File: config.mk
export PLATFORM = sky130hd
export DESIGN_NAME = ex_operand_stage
export DESIGN_NICKNAME = d
export VERILOG_FILES = /design/src/rtl/p5_pkg.sv /design/src/rtl/ex_operand_stage_fwd_mux.sv /design/src/rtl/ex_operand_stage.sv
export SDC_FILE = /design/constraint.sdc
export NUM_CORES = 1
export LEC_CHECK = 0
export CORE_ASPECT_RATIO = 0.5
export CORE_MARGIN = 4
export CORE_UTILIZATION = 42
export DETAILED_ROUTE_END_ITERATION = 6
export PLACE_DENSITY_LB_ADDON = 0.1
export REMOVE_ABC_BUFFERS = 1
export SLEW_MARGIN = 40
export SYNTH_ARGS = -nofsm -noshare
export SYNTH_HDL_FRONTEND = slang
export SYNTH_SLANG_ARGS = --single-unit
export TNS_END_PERCENT = 30
File: constraint.sdc
create_clock -name clk -period 3.5 [get_ports clk]
set_clock_uncertainty 0.05 [all_clocks]
set_input_delay 0.35 -clock clk [delete_from_list [all_inputs] [get_ports clk]]
set_output_delay 0.35 -clock clk [all_outputs]
set_load 0.01 [all_outputs]
File: src/rtl/p5_pkg.sv
// Shared definitions for the five-stage pipeline: widths, ALU ops, forwarding selects.
package p5_pkg;

    localparam int unsigned P5_DW = 32;
    localparam int unsigned P5_RW = 5;
    localparam int unsigned ALU_W = 3;

    localparam logic [ALU_W-1:0] ALU_ADD = 3'b000;
    localparam logic [ALU_W-1:0] ALU_SUB = 3'b001;
    localparam logic [ALU_W-1:0] ALU_OR  = 3'b010;
    localparam logic [ALU_W-1:0] ALU_LUI = 3'b011;

    typedef enum logic [1:0] {
        FWD_NONE = 2'd0,
        FWD_MEM  = 2'd1,
        FWD_WB   = 2'd2
    } fwd_sel_e;

    // Control half of the ID/EX register; all-zero is a bubble (add, writes $0, invalid).
    typedef struct packed {
        logic [ALU_W-1:0] alu_ctrl;
        logic             alu_src;
        logic             reg_write;
        logic             mem_write;
        logic             mem_to_reg;
        logic             valid;
    } idex_ctrl_t;

endpackage

File: src/rtl/ex_operand_stage_fwd_mux.sv
// Resolves one EX operand against the EX/MEM and MEM/WB producers; EX/MEM wins, $0 never forwards.
module fwd_mux
    import p5_pkg::*;
#(
    parameter int unsigned DW = P5_DW,
    parameter int unsigned RW = P5_RW
) (
    input  logic [RW-1:0] reg_num,
    input  logic [DW-1:0] reg_data,
    input  logic          mem_reg_write,
    input  logic [RW-1:0] mem_wa,
    input  logic [DW-1:0] mem_wd,
    input  logic          wb_reg_write,
    input  logic [RW-1:0] wb_wa,
    input  logic [DW-1:0] wb_wd,
    output logic [DW-1:0] fwd_data
);

    fwd_sel_e sel;

    // Pick the youngest producer writing this register.
    always_comb begin
        sel = FWD_NONE;
        if (reg_num != RW'(0)) begin
            if (mem_reg_write && (mem_wa == reg_num)) begin
                sel = FWD_MEM;
            end else if (wb_reg_write && (wb_wa == reg_num)) begin
                sel = FWD_WB;
            end
        end
    end

    // Operand data mux.
    always_comb begin
        fwd_data = reg_data;
        case (sel)
            FWD_MEM: fwd_data = mem_wd;
            FWD_WB:  fwd_data = wb_wd;
            default: fwd_data = reg_data;
        endcase
    end

endmodule

File: src/rtl/ex_operand_stage.sv
// ID/EX pipeline register with EX operand forwarding, immediate select and load-use bubble.
module ex_operand_stage
    import p5_pkg::*;
#(
    parameter int unsigned DW = P5_DW,
    parameter int unsigned RW = P5_RW
) (
    input  logic             clk,
    input  logic             rst_n,
    input  logic [DW-1:0]    id_pc,
    input  logic [DW-1:0]    id_rs_data,
    input  logic [DW-1:0]    id_rt_data,
    input  logic [DW-1:0]    id_imm,
    input  logic [RW-1:0]    id_rs,
    input  logic [RW-1:0]    id_rt,
    input  logic [RW-1:0]    id_wa,
    input  logic [ALU_W-1:0] id_alu_ctrl,
    input  logic             id_alu_src,
    input  logic             id_reg_write,
    input  logic             id_mem_write,
    input  logic             id_mem_to_reg,
    input  logic             flush,
    input  logic             mem_reg_write,
    input  logic [RW-1:0]    mem_wa,
    input  logic [DW-1:0]    mem_wd,
    input  logic             wb_reg_write,
    input  logic [RW-1:0]    wb_wa,
    input  logic [DW-1:0]    wb_wd,
    output logic             stall_req,
    output logic [DW-1:0]    src_a,
    output logic [DW-1:0]    src_b,
    output logic [ALU_W-1:0] alu_ctrl,
    output logic [DW-1:0]    ex_store_data,
    output logic [RW-1:0]    ex_wa,
    output logic             ex_reg_write,
    output logic             ex_mem_write,
    output logic             ex_mem_to_reg,
    output logic [DW-1:0]    ex_pc,
    output logic             ex_valid
);

    logic [DW-1:0] pc_q;
    logic [DW-1:0] rs_data_q;
    logic [DW-1:0] rt_data_q;
    logic [DW-1:0] imm_q;
    logic [RW-1:0] rs_q;
    logic [RW-1:0] rt_q;
    logic [RW-1:0] wa_q;
    idex_ctrl_t    ctrl_q;
    logic [DW-1:0] fwd_a;
    logic [DW-1:0] fwd_b;

    // Load in EX whose destination is read by the instruction in ID.
    always_comb begin
        stall_req = ctrl_q.mem_to_reg && ctrl_q.valid && (wa_q != RW'(0)) &&
                    ((wa_q == id_rs) || (wa_q == id_rt));
    end

    // ID/EX register; flush and load-use both collapse to a single bubble.
    always_ff @(posedge clk or negedge rst_n) begin
        if (!rst_n) begin
            pc_q      <= '0;
            rs_data_q <= '0;
            rt_data_q <= '0;
            imm_q     <= '0;
            rs_q      <= '0;
            rt_q      <= '0;
            wa_q      <= '0;
            ctrl_q    <= '0;
        end else if (flush || stall_req) begin
            pc_q      <= '0;
            rs_data_q <= '0;
            rt_data_q <= '0;
            imm_q     <= '0;
            rs_q      <= '0;
            rt_q      <= '0;
            wa_q      <= '0;
            ctrl_q    <= '0;
        end else begin
            pc_q                <= id_pc;
            rs_data_q           <= id_rs_data;
            rt_data_q           <= id_rt_data;
            imm_q               <= id_imm;
            rs_q                <= id_rs;
            rt_q                <= id_rt;
            wa_q                <= id_wa;
            ctrl_q.alu_ctrl     <= id_alu_ctrl;
            ctrl_q.alu_src      <= id_alu_src;
            ctrl_q.reg_write    <= id_reg_write;
            ctrl_q.mem_write    <= id_mem_write;
            ctrl_q.mem_to_reg   <= id_mem_to_reg;
            ctrl_q.valid        <= 1'b1;
        end
    end

    fwd_mux #(.DW(DW), .RW(RW)) u_fwd_a (
        .reg_num       (rs_q),
        .reg_data      (rs_data_q),
        .mem_reg_write (mem_reg_write),
        .mem_wa        (mem_wa),
        .mem_wd        (mem_wd),
        .wb_reg_write  (wb_reg_write),
        .wb_wa         (wb_wa),
        .wb_wd         (wb_wd),
        .fwd_data      (fwd_a)
    );

    fwd_mux #(.DW(DW), .RW(RW)) u_fwd_b (
        .reg_num       (rt_q),
        .reg_data      (rt_data_q),
        .mem_reg_write (mem_reg_write),
        .mem_wa        (mem_wa),
        .mem_wd        (mem_wd),
        .wb_reg_write  (wb_reg_write),
        .wb_wa         (wb_wa),
        .wb_wd         (wb_wd),
        .fwd_data      (fwd_b)
    );

    // ALU operands straight from forwarded data; SrcB may take the immediate instead.
    always_comb begin
        src_a         = fwd_a;
        ex_store_data = fwd_b;
        src_b         = ctrl_q.alu_src ? imm_q : fwd_b;
    end

    assign alu_ctrl      = ctrl_q.alu_ctrl;
    assign ex_wa         = wa_q;
    assign ex_reg_write  = ctrl_q.reg_write;
    assign ex_mem_write  = ctrl_q.mem_write;
    assign ex_mem_to_reg = ctrl_q.mem_to_reg;
    assign ex_pc         = pc_q;
    assign ex_valid      = ctrl_q.valid;

endmodule

==> metrics.md, run 1 <==
| Metric | Value |
|---|---|
| Sink Count | 151 |
| Clk buf depth | 2 |
| HP Class | in2async |
| Outcome | finished with violations |
| Synthesized area per cell | 9.84 um^2 |
| Fmax | 268 MHz |
| Final Cell Area | 13100 um^2 |
| TritonCTS clock tree | built |
| Final Power | 4.90 mW |
| Vias per cell | 5.19 |
| Placed cell areas | 12300 um^2 |
| Lkg Pwr | 5.78 nW |
| GR Overflow Total | 0 |
| Drt total wl | 28900 um |
| Count leader, synth | dfrtp_1 |
| Synth top area share | 46.8% |
| DP HPWL | 20200 um |
| I/O pin count | 370 |
| Slew Viols, Final | 0 |
| Final setup viols | 16 |
| Worst slew margin relative to its limit | 56.6% |
| FF/Latch Area | 3780 um^2 |
| Ys flop type | dfrtp_1 |
| RSZ-0062 raised after global routing | true |
| Final Cycle Share | 106% |
| Register area share after synthesis | 46.8% |
| Fillers | 1494 |
| Cell family contributing the most delay on the critical path | buffers and inverters |
| Critical path class | reg2out |
| Slowest stage delay, CP | 0.55 ns |
| Post-synth ARST share | 100% |
| CP Capture Type | output port |
| Layout area overhead | 62.6% |
| WP data arrival | 3.33 ns |
| Flop and latch count out of synthesis | 151 |
| Synth area leaders | dfrtp_1, nand2b_1, a21oi_2, a22oi_1, a21oi_1 |
| Layout Nets | 1425 |
| Die width | 204 um |
| Yosys warning total | 0 |
| R2R Setup Slk | 1.24 ns |
| CTS Buf Count | 17 |
| Buf/Inv on CP | 4 |
| Vias | 7595 |
| Port-buffer cells | 369 |
| Worst vdd ir | 0.376 mV |
| Root buf cell | clkbuf_16 |
| Dominant cell type by area after synthesis | dfrtp_1 |
| Row count | 35 |
| Gpl congestion | 0.872 |
| First-pass GRT wire length | 43600 um |
| Initial Utilization | 43.3% |
| TritonRoute pass-1 iters | 5 |
| Clock Latency Late Sink | 0.41 ns |
| Fin crit period | 3.73 ns |
| GRT Util Overall | 25.5% |
| Fraction of layout cells with a size suffix above 1 | 19.7% |
| Post-synthesis cell area | 8080 um^2 |
| Number of antenna diodes | 0 |
| Maximum fanout along the worst path | 26 |
| Ordered cell list for the critical path | buf_4 > or4_1 > nor2_4 > nor4_1 > ha_1 > buf_12 > buf_4 > a22oi_1 > o21ai_0 > mux2_2 > clkdlybuf4s50_1 |
| Number of synthesized flops with an enable pin | 0 |
| Slew at the pin closest to its max-slew limit | 0.651 ns |
| Clk pin slew, worst setup/hold paths | 0.07 ns |
| Vias in the first global route | 7933 |
| Cell Pwr Density | 373 nW/um^2 |
| Final Hold Viols | 0 |
| Failing checks | setup timing |
| CP dominant cell by count | buf_4 |
| Max Cap Viol | 0 |
| Synth cell count leaders | dfrtp_1, nand2b_1, a21oi_2, a21oi_1, nand2_1 |
| Antenna viol nets, final | 0 |
| Pin count of the biggest net entering global routing | 152 |
| DIE AREA | 21700 um^2 |
| Cell count after synthesis | 821 |
| DR iter-0 viols | 387 |
| Multi-input logic area | 3960 um^2 |
| Worst Path Required | 3.10 ns |
| DR WL/cell | 19.7 um |
| Die Height | 106 um |
| Critical Path Start Type | flip-flop |
| Setup ws final | -0.226 ns |
| Initial antenna violation count | 0 |
| Max H-tree Level | 4 |
| Post-route DRC violation count | 0 |
| Critical Path Slowest Stage Cell | or4_1 |
| Core Area | 18700 um^2 |
| Post-synthesis cell type count | 28 |
[cell usage in the layout (no fill, tap or decap), types with 4 or more instances in the layout]
cell,instances
clkbuf_16,20
bufinv_16,4
buf_6,4
buf_12,12
xor2_1,11
clkdlybuf4s15_1,4
xnor2_1,18
buf_4,58
mux2_2,32
clkinvlp_4,4
dfrtp_1,150
nand2_1,67
dlymetal6s2s_1,25
nand2b_1,150
o21ai_0,40
a22oi_1,64
o21ai_2,4
a21oi_2,80
a21oi_1,72
o21ai_1,22
dlygate4sd2_1,35
clkdlybuf4s50_1,289
[layout make-up]
type / instances / share of cell area (%)
clock inverter: 13 / 1.48
timing repair buffer: 434 / 33.7
sequential: 151 / 28.8
tap: 259 / 2.47
multi-input combinational: 588 / 30.1
clock buffer: 19 / 3.45
[what timing repair did]
action,CTS,global route
hold endpoints to repair,58,0
endpoints found under the setup margin,92,69
buffers inserted,2,0
gates resized for setup,73,51
hold buffers,1,0
gates cloned,0,3
pin swaps,7,3
[logic make-up after synthesis]
family | share of synthesized area [%]
compound gates | 23.5
simple gates | 16.3
flops | 46.8
buf+inv | 5.27
mux | 4.46
xor+xnor | 3.14
fa+ha+maj | 0.620
[power by group]
part / internal [mW] / switching [mW] / leakage (nW)
Clock: 1.24 / 0.767 / 0.302
Sequential: 1.84 / 0.0470 / 1.94
Combinational: 0.570 / 0.438 / 3.53
[stage by stage]
step	worst slack (ns)	TNS [ns]	utilization (%)	std cells	hold slack [ns]
floorplan	-6.16	-823.83	-	739	0.00441
global placement	-0.391	-18.72	65.8	1424	0.302
detailed placement	-0.398	-17.74	65.8	1424	0.310
CTS	-0.186	-4.71	69.3	1459	0.406
global route	-0.361	-4.18	70.4	1464	0.411
finish	-0.226	-0.920	70.4	1464	0.419
[worst paths after layout]
check | endpoint | from | depth (start not counted)
hold / removal | ex_pc[6] | rst_n | 2
min in group clk | imm_q[31] | id_imm[31] | 3
setup / recovery | src_b[12] | rt_q[1] | 11
hold reg to reg | rs_q[3] | ex_mem_to_reg | 3
setup reg to reg | rs_data_q[3] | ex_wa[0] | 5
max in group asynchronous | rt_q[2] | rst_n | 3
[per-layer routing]
layer / share of wire, % / global-route usage, % / up-vias
met4: 1.8 / 6.26 / 0
met1: 41 / 31.5 / 3734
met2: 50 / 44.4 / 250
li1: - / - / 3576
met5: 0 / 0 / -
met3: 7.1 / 7.04 / 35
Power figures use the tool's default switching activity.
==> inputs of run 2 (changes only) <==
--- a/config.mk
+++ b/config.mk
@@ -8,6 +8,7 @@
 export CORE_ASPECT_RATIO = 0.5
 export CORE_MARGIN = 4
 export CORE_UTILIZATION = 42
+export CTS_CLUSTER_DIAMETER = 120
 export DETAILED_ROUTE_END_ITERATION = 6
 export PLACE_DENSITY_LB_ADDON = 0.1
 export REMOVE_ABC_BUFFERS = 1
==> results of run 2 <==
The final DEF is identical to that of run 1; final timing and power are the same.
==> inputs of run 3 (changes only) <==
--- a/config.mk
+++ b/config.mk
@@ -10,6 +10,7 @@
 export CORE_UTILIZATION = 42
 export CTS_CLUSTER_DIAMETER = 120
 export DETAILED_ROUTE_END_ITERATION = 6
+export GPL_TIMING_DRIVEN = 1
 export PLACE_DENSITY_LB_ADDON = 0.1
 export REMOVE_ABC_BUFFERS = 1
 export SLEW_MARGIN = 40
==> results of run 3 <==
The final DEF is identical to that of run 1; final timing and power are the same.
